### src/rtl/resize_pkg.sv
// Stream geometry and word layout shared by the resize stage and its downstream packer.
package resize_pkg;

  localparam int unsigned PixW      = 8;
  localparam int unsigned DataWidth = 32;
  localparam int unsigned Pack      = DataWidth / PixW;

  typedef struct packed {
    logic [DataWidth-1:0] data;
    logic [Pack-1:0]      keep;
    logic                 last;
    logic                 user;
  } out_word_t;

endpackage

### src/rtl/stream_skid_fifo2.sv
// Two-entry valid/ready FIFO; push and pop in the same cycle keep the count and the ordering.
module stream_skid_fifo2 #(
  parameter int unsigned Width = 8
) (
  input  logic             clk_i,
  input  logic             rst_i,
  input  logic             push_i,
  input  logic [Width-1:0] data_i,
  output logic             full_o,
  output logic             valid_o,
  input  logic             ready_i,
  output logic [Width-1:0] data_o,
  output logic             pop_o
);

  logic [Width-1:0] mem_q [2];
  logic             wr_ptr_q;
  logic             rd_ptr_q;
  logic [1:0]       count_q;
  logic [1:0]       count_d;

  assign valid_o = (count_q != 2'd0);
  assign full_o  = (count_q == 2'd2);
  assign pop_o   = valid_o && ready_i;
  assign data_o  = mem_q[rd_ptr_q];

  always_comb begin
    count_d = count_q;
    case ({push_i, pop_o})
      2'b10:   count_d = count_q + 2'd1;
      2'b01:   count_d = count_q - 2'd1;
      default: count_d = count_q;
    endcase
  end

  // The caller never pushes into a full FIFO without a simultaneous pop.
  always_ff @(posedge clk_i) begin
    if (rst_i) begin
      mem_q[0] <= '0;
      mem_q[1] <= '0;
      wr_ptr_q <= 1'b0;
      rd_ptr_q <= 1'b0;
      count_q  <= 2'd0;
    end else begin
      if (push_i) begin
        mem_q[wr_ptr_q] <= data_i;
        wr_ptr_q        <= ~wr_ptr_q;
      end
      if (pop_o) begin
        rd_ptr_q <= ~rd_ptr_q;
      end
      count_q <= count_d;
    end
  end

endmodule

### src/rtl/resize_stream_packer.sv
// Packs resized pixels little-endian into wide words, tagging line end and frame start,
// with a 2-entry output FIFO so that upstream backpressure does not depend on a deep path.
module resize_stream_packer
  import resize_pkg::*;
#(
  parameter int unsigned PIX_W     = PixW,
  parameter int unsigned DATAWIDTH = DataWidth,
  parameter int unsigned OUT_W     = 320,
  parameter int unsigned OUT_H     = 240
) (
  input  logic                       clk,
  input  logic                       rst,
  input  logic                       s_tvalid,
  output logic                       s_tready,
  input  logic [PIX_W-1:0]           s_tdata,
  output logic                       m_tvalid,
  input  logic                       m_tready,
  output logic [DATAWIDTH-1:0]       m_tdata,
  output logic [DATAWIDTH/PIX_W-1:0] m_tkeep,
  output logic                       m_tlast,
  output logic                       m_tuser,
  output logic                       frame_done
);

  localparam int unsigned PACK  = DATAWIDTH / PIX_W;
  localparam int unsigned LaneW = (PACK > 1) ? $clog2(PACK) : 1;
  localparam int unsigned ColW  = (OUT_W > 1) ? $clog2(OUT_W) : 1;
  localparam int unsigned RowW  = (OUT_H > 1) ? $clog2(OUT_H) : 1;

  localparam logic [LaneW-1:0] LaneLast = LaneW'(PACK - 1);
  localparam logic [ColW-1:0]  ColLast  = ColW'(OUT_W - 1);
  localparam logic [RowW-1:0]  RowLast  = RowW'(OUT_H - 1);

  typedef struct packed {
    logic [DATAWIDTH-1:0] data;
    logic [PACK-1:0]      keep;
    logic                 last;
    logic                 user;
    logic                 frame_end;
  } fifo_word_t;

  logic [LaneW-1:0]     lane_q, lane_d;
  logic [ColW-1:0]      col_q, col_d;
  logic [RowW-1:0]      row_q, row_d;
  logic [DATAWIDTH-1:0] pack_q, pack_d;
  logic [PACK-1:0]      keep_q, keep_d;

  logic                 accept;
  logic                 commit;
  logic                 line_end;
  logic                 fifo_full;
  logic                 fifo_valid;
  logic                 fifo_pop;
  logic [DATAWIDTH-1:0] word_data;
  logic [PACK-1:0]      word_keep;
  fifo_word_t           push_word;
  fifo_word_t           head_word;

  assign s_tready = !rst && (!fifo_full || m_tready);
  assign accept   = s_tvalid && s_tready;
  assign line_end = (col_q == ColLast);
  assign commit   = accept && ((lane_q == LaneLast) || line_end);

  // Current pack register with the incoming pixel merged into its lane.
  always_comb begin
    word_data = pack_q;
    word_keep = keep_q;
    for (int unsigned k = 0; k < PACK; k++) begin
      if (lane_q == LaneW'(k)) begin
        word_data[k*PIX_W +: PIX_W] = s_tdata;
        word_keep[k]                = 1'b1;
      end
    end
  end

  // Lines start word-aligned, so the first word of a row covers columns 0..PACK-1.
  always_comb begin
    push_word.data      = word_data;
    push_word.keep      = word_keep;
    push_word.last      = line_end;
    push_word.user      = (row_q == '0) && (32'(col_q) < PACK);
    push_word.frame_end = line_end && (row_q == RowLast);
  end

  always_comb begin
    lane_d = lane_q;
    col_d  = col_q;
    row_d  = row_q;
    pack_d = pack_q;
    keep_d = keep_q;
    if (accept) begin
      if (commit) begin
        lane_d = '0;
        pack_d = '0;
        keep_d = '0;
      end else begin
        lane_d = lane_q + 1'b1;
        pack_d = word_data;
        keep_d = word_keep;
      end
      if (line_end) begin
        col_d = '0;
        row_d = (row_q == RowLast) ? '0 : row_q + 1'b1;
      end else begin
        col_d = col_q + 1'b1;
      end
    end
  end

  always_ff @(posedge clk) begin
    if (rst) begin
      lane_q <= '0;
      col_q  <= '0;
      row_q  <= '0;
      pack_q <= '0;
      keep_q <= '0;
    end else begin
      lane_q <= lane_d;
      col_q  <= col_d;
      row_q  <= row_d;
      pack_q <= pack_d;
      keep_q <= keep_d;
    end
  end

  stream_skid_fifo2 #(
    .Width($bits(fifo_word_t))
  ) u_fifo (
    .clk_i  (clk),
    .rst_i  (rst),
    .push_i (commit),
    .data_i (push_word),
    .full_o (fifo_full),
    .valid_o(fifo_valid),
    .ready_i(m_tready && !rst),
    .data_o (head_word),
    .pop_o  (fifo_pop)
  );

  assign m_tvalid   = fifo_valid && !rst;
  assign m_tdata    = head_word.data;
  assign m_tkeep    = head_word.keep;
  assign m_tlast    = head_word.last;
  assign m_tuser    = head_word.user;
  assign frame_done = fifo_pop && head_word.frame_end;

endmodule

### config.mk
export PLATFORM = sky130hd
export DESIGN_NAME = resize_stream_packer
export DESIGN_NICKNAME = d
export VERILOG_FILES = /design/src/rtl/resize_pkg.sv /design/src/rtl/stream_skid_fifo2.sv /design/src/rtl/resize_stream_packer.sv
export SDC_FILE = /design/constraint.sdc
export NUM_CORES = 1
export LEC_CHECK = 0
export ABC_AREA = 1
export BUFFER_PORTS_ARGS = -buffer_cell sky130_fd_sc_hd__buf_2
export CELL_PAD_IN_SITES_DETAIL_PLACEMENT = 0
export CELL_PAD_IN_SITES_GLOBAL_PLACEMENT = 2
export CORE_UTILIZATION = 35
export DETAILED_ROUTE_END_ITERATION = 12
export PLACE_DENSITY = 0.74
export SLEW_MARGIN = 15
export SYNTH_ARGS = -nofsm -noshare
export SYNTH_HDL_FRONTEND = slang
export SYNTH_SLANG_ARGS = --single-unit
### constraint.sdc
create_clock -name clk -period 7.4 [get_ports clk]
set_input_delay 0.74 -clock clk [delete_from_list [all_inputs] [get_ports clk]]
set_output_delay 0.74 -clock clk [all_outputs]
set_load 0.005 [all_outputs]
==> impl_metrics.tcl, run 1 <==
set metrics [dict create \
    antenna_found_initial 0 \
    rsz0062_at_grt "false" \
    relSlewSlack_pct 33.9 \
    finalCritPeriodShare_pct 47.5 \
    hold_violations 0 \
    grt_max_degree 76 \
    layout_setup_ws_ps 3880 \
    drcViolationCount 0 \
    htreeDepth 4 \
    cp_cell_sequence "buf_2 > inv_2 > nand2_2 > nor2_4 > nand3_4 > nand2_2" \
    rows 48 \
    setup_viol 0 \
    cts_setup_buffers 0 \
    dr_wl_met2_mm 6.71 \
    skew_ps 17.0 \
    gp_congestion 0.776 \
    worst-path-buf-inv 2 \
    cp-start-kind "primary input" \
    path_delay_family "simple AND/OR/NAND/NOR gates" \
    synth_edf_count 78 \
    netlist_instances 712 \
    yosys.area.top_type_share_pct 37.8 \
    slew_viol_final 0 \
    met3_length_um 548 \
    clock-sinks 138 \
    fmax_mhz 284 \
    hold_buffers 0 \
    p_per_area_nw_per_um2 250 \
    worst_slew_pin_slew_ps 989 \
    pre_cts_ws_ps 3390 \
    synth_commonest_cells "nand2_1 (205), nor2_1 (102), edfxtp_1 (78), dfxtp_1 (60), nand3_1 (51)" \
    syn-num-nets 732 \
    cts_inserted_buffers 17 \
    final.setup.tns_ps 0 \
    synth_most_common_cell "nand2_1" \
    vias_per_cell 4.74 \
    grt_util_all_layers_pct 16.8 \
    cpMostUsedCell "nand2_2" \
    whs_ps 478 \
    place_hpwl_mm 9.11 \
    synth_area_leader_cell "edfxtp_1" \
    antenna_cells 0 \
    grt_pass1_wl_mm 23.4 \
    ys.flop_type "edfxtp_1" \
    n_fill_cell 1754 \
    drtIter0Drc 310 \
    vias 4668 \
    clk_pin_slew_ps 50 \
    max-cap-violations 0 \
    cts_resized 0 \
    grt_pass1_vias 4518 \
    yosysWarnings 0 \
    ys_types 30 \
    dieArea_sq_um 18300 \
    synthTopCellsByArea "edfxtp_1 (38%), dfxtp_1 (19%), nand2_1 (12%)" \
    crit_path_end_kind "flop" \
    drive_gt1_share_pct 12.8 \
    grt-ovfl-total 0 \
    firstDrtPassIters 4 \
    totalWireLength_mm 14.1 \
    wl_met1_mm 6.77 \
    required_ps 7430 \
    die_h_um 135 \
    cp_slowest_cell "nand2_2" \
    top_layer "met4" \
    start_util_pct 35.9 \
    wl_per_cell_um 14.4 \
    fin_crit_ps 3520 \
    syn_area_per_cell_sq_um 8.71 \
    crit_arrival_ps 3550 \
    tritoncts "yes" \
    cts_root_buffer "clkbuf_16" \
    io_pins 53 \
    synth_seq_cells 138 \
    numPortBuffers 52 \
    holdCritPathClass "flop to flop" \
    path_max_fanout 43 \
    core_area_sq_um 17300 \
    p_leak_nw 2.85 \
    critPathMaxStageDelay_ps 900 \
    clk_path_buf_depth 2 \
    syn-cell-area_sq_um 6200 \
    status "finished, final reports clean" \
    async_flop_share_pct 0 \
    crit_type "primary input to flop" \
    peakVddDrop_v 0.000149 \
    die_w_um 135 \
    ys_seq_area_share_pct 57.1 \
    ant_nets 0 \
    clock_latency_ps 420 \
    nets 766 \
    syn_to_final_growth_pct 15.0 \
]
[power breakdown]
group | switching (W) | leakage (nW) | internal [W] | total [W]
Combinational | 0.0000742 | 1.28 | 0.0000287 | 0.000103
Clock | 0.000307 | 0.284 | 0.000522 | 0.000830
Sequential | 0.0000108 | 1.29 | 0.000838 | 0.000848
[worst paths after layout]
kind | from | to | slack, ps | cells past startpoint
max reg2reg | lane_q[0]$_SDFFE_PP0P_ | u_fifo.mem_q[1][35]$_SDFFCE_PN0P_ | 4150 | 5
min reg2reg | pack_q[16]$_SDFFE_PP0P_ | pack_q[16]$_SDFFE_PP0P_ | 480 | 2
max | rst | u_fifo.mem_q[1][35]$_SDFFCE_PN0P_ | 3880 | 6
min | pack_q[16]$_SDFFE_PP0P_ | pack_q[16]$_SDFFE_PP0P_ | 480 | 2
[layer usage]
| metal | track usage, % | vias up |
|---|---|---|
| met4 | 5.31 | 0 |
| met3 | 3.82 | 4 |
| met1 | 22.1 | 2157 |
| met2 | 27.4 | 83 |
| met5 | 0 | - |
| li1 | - | 2424 |
[flip-flops by register name, indices dropped and copies added (netlist names), named ones only]
register and cells:
keep_q 4, u_fifo.count_q 2, lane_q 2, pack_q 32, row_q 8, col_q 9
u_fifo.rd_ptr_q 1, u_fifo.mem_q 78, u_fifo.wr_ptr_q 1
[logic make-up (layout without fill, tap and decap cells)]
| logic type | after synthesis | in the layout | share of synthesized area [%] |
|---|---|---|---|
| compound gates | 100 | 100 | 9.44 |
| xor+xnor | 2 | 2 | 0.282 |
| fa+ha+maj | 8 | 8 | 1.61 |
| buf+inv | 88 | 135 | 6.25 |
| flops | 138 | 138 | 57.1 |
| simple gates | 376 | 376 | 25.3 |
[through the flow]
step	instance area, sq um	util [%]	power (W)	instances
3_5_place_dp	6570	38.0	0.000969	952
2_1_floorplan	6200	-	0.000932	712
5_1_grt	7130	41.2	0.00185	984
3_3_place_gp	6570	38.0	0.000966	952
4_1_cts	7130	41.2	0.00179	984
6_report	7130	41.2	0.00178	984
[cell type report]
type / instances / area [sq um] / share of cell area [%]
clock buffer: 20 / 437 / 6.12
clock inverter: 12 / 131 / 1.84
inverter: 47 / 176 / 2.47
multi-input combinational: 486 / 2270 / 31.9
sequential: 138 / 3540 / 49.7
tap: 225 / 282 / 3.95
timing repair buffer: 56 / 290 / 4.07
[worst reg2reg max path, cell delays in order, from the launching register on]
cell	delay, ps
dfxtp_1	380
ha_1	510
inv_1	250
nand2_8	320
nand3_4	420
nand2_2	940
[cells in the final DEF, fill, tap and decap left out, drive strengths merged]
cell type / count
clkinv: 9
nor3: 4
a21oi: 28
and3: 1
nand3: 55
edfxtp: 78
o21bai: 2
nor4: 1
dfxtp: 60
nand4: 1
nor2: 106
o31ai: 32
nand2: 208
o21ai: 38
ha: 8
xor2: 2
inv: 47
buf: 56
bufinv: 3
clkbuf: 20
Note: power is estimated with default switching activity, not from simulation.
==> run 2, diff against run 1 <==
==> constraint.sdc (replaced) <==
create_clock -name clk -period 3.6 [get_ports clk]
set_input_delay 0.36 -clock clk [delete_from_list [all_inputs] [get_ports clk]]
set_output_delay 0.36 -clock clk [all_outputs]
set_load 0.005 [all_outputs]
==> run 2 against run 1 <==
Compared with the run above:
- clock power rose by 130%
- wire length is 4.8% higher
- non-clock buffer count rose by 5
- die area unchanged
- power rose by 120%
- worst setup slack got worse by 2700 ps
- sequential cell count is the same
- global-route usage grew 0.44 points
- highest routed layer unchanged
- sequential power is 110% higher
- critical path depth stayed put
==> impl_metrics.tcl, run 2 (synthesized netlist as in run 1, its figures left out) <==
set metrics [dict create \
    crit_path_end_kind "flop" \
    final_common_cell "nand2_1" \
    place_hpwl_mm 9.65 \
    relSlewSlack_pct 49.1 \
    finalCritPeriodShare_pct 68.4 \
    final_cell_mix "nand2_1 (204), nor2_1 (102), edfxtp_1 (78), dfxtp_1 (60), buf_2 (52)" \
    path_max_fanout 36 \
    min_from "rst" \
    worst_slew_pin_slew_ps 763 \
    clock_latency_ps 420 \
    ant_nets 0 \
    nets 771 \
    peakVddDrop_v 0.000337 \
    status "finished, final reports clean" \
    core_area_sq_um 17300 \
    numPortBuffers 52 \
    p_leak_nw 2.92 \
    slew_viol_final 0 \
    clk_pin_slew_ps 60 \
    holdCritPathClass "primary input to flop" \
    drive_gt1_share_pct 14.0 \
    cp-start-kind "flop" \
    skew_ps 12.1 \
    start_util_pct 35.9 \
    antenna_cells 0 \
    worstSetupStartpoint "lane_q[1]$_SDFFE_PP0P_" \
    clock-sinks 138 \
    rows 48 \
    grt_pass1_wl_mm 23.7 \
    cts_root_buffer "clkbuf_16" \
    crit_arrival_ps 2580 \
    hold_violations 0 \
    whs_ps 297 \
    io_pins 53 \
    firstDrtPassIters 4 \
    dpl-instance-area_sq_um 6620 \
    fin_crit_ps 2460 \
    largest_reg_flops 78 \
    syn_to_final_growth_pct 17.3 \
    top_regs "u_fifo.mem_q x78, pack_q x32, col_q x9" \
    fmax_mhz 406 \
    hold_buffers 0 \
    gp_congestion 0.788 \
    die_w_um 135 \
    rrSetupSlack_ps 1140 \
    wl_per_cell_um 15.0 \
    grt_util_all_layers_pct 17.3 \
    clk_path_buf_depth 2 \
    grt-ovfl-total 0 \
    crit_type "flop to flop" \
    antenna_found_initial 0 \
    dieArea_sq_um 18300 \
    required_ps 3720 \
    die_h_um 135 \
    p_total_w 0.00390 \
    grt_pass1_vias 4524 \
    grt_max_degree 48 \
    regMostFlops "u_fifo.mem_q" \
    drcViolationCount 0 \
    r2r_start "lane_q[1]$_SDFFE_PP0P_" \
    vias 4747 \
    final.setup.tns_ps 0 \
    vias_per_cell 4.80 \
    final_area_sq_um 7280 \
    htreeDepth 4 \
    setup_viol 0 \
    max-cap-violations 0 \
    cts_setup_buffers 0 \
    cts_inserted_buffers 17 \
    cts_resized 0 \
    tritoncts "yes" \
    totalWireLength_mm 14.8 \
    drtIter0Drc 309 \
    p_per_area_nw_per_um2 536 \
    rsz0062_at_grt "false" \
]
-- run 2: cell types whose count changed in the layout (fill, tap and decap cells not counted) --
| cell | before | now |
|---|---|---|
| clkinv_2 | 6 | 3 |
| clkinvlp_4 | 0 | 2 |
| inv_6 | 0 | 1 |
| clkinv_1 | 3 | 1 |
| clkbuf_8 | 0 | 3 |
| buf_12 | 0 | 1 |
| clkbuf_1 | 3 | 0 |
| buf_4 | 4 | 8 |
| bufinv_16 | 3 | 5 |
-- run 2: worst max-delay path, stage by stage (launching register included) --
cell,delay [ps]
dfxtp_1,390
ha_1,480
inv_1,230
nand2_8,290
nand3_4,100
nand2_2,380
buf_12,250
-- run 2: layout make-up --
type                    instances  area (sq um)
well taps                     225           282
clock buffers                  20           467
fillers                      1731         10000
flip-flops and latches        138          3540
repair buffers                 61           340
clock inverters                12           193
multi-input cells             486          2270
inverters                      47           176
-- run 2: final timing paths --
check,endpoint,cells after the start
setup / recovery,u_fifo.mem_q[1][17]$_SDFFCE_PN0P_,6
hold / removal,u_fifo.rd_ptr_q$_SDFFE_PP0P_,2
setup reg to reg,u_fifo.mem_q[1][17]$_SDFFCE_PN0P_,6
hold reg to reg,keep_q[3]$_SDFFE_PP0P_,2
-- run 2: where the power goes --
group	internal, W	leakage (nW)	switching [W]	total (W)
combinational	0.0000627	1.31	0.000156	0.000219
sequential	0.00172	1.29	0.0000230	0.00174
clock	0.00128	0.320	0.000658	0.00194
-- run 2: per-layer routing --
| layer | GRT usage [%] | part of all wire (%) | up-vias |
|---|---|---|---|
| li1 | - | - | 2435 |
| met1 | 21.7 | 45 | 2217 |
| met2 | 29.1 | 50 | 80 |
| met3 | 3.52 | 3.5 | 15 |
| met4 | 6.55 | 1.4 | 0 |
| met5 | 0 | 0 | - |
-- run 2: per-stage QoR --
stage | utilization [%] | setup WS [ps] | std cells
2_1_floorplan | - | 1100 | 712
3_3_place_gp | 38.3 | 1200 | 957
3_5_place_dp | 38.3 | 1120 | 957
4_1_cts | 42.1 | 1100 | 989
5_1_grt | 42.1 | 922 | 989
6_report | 42.1 | 1140 | 989
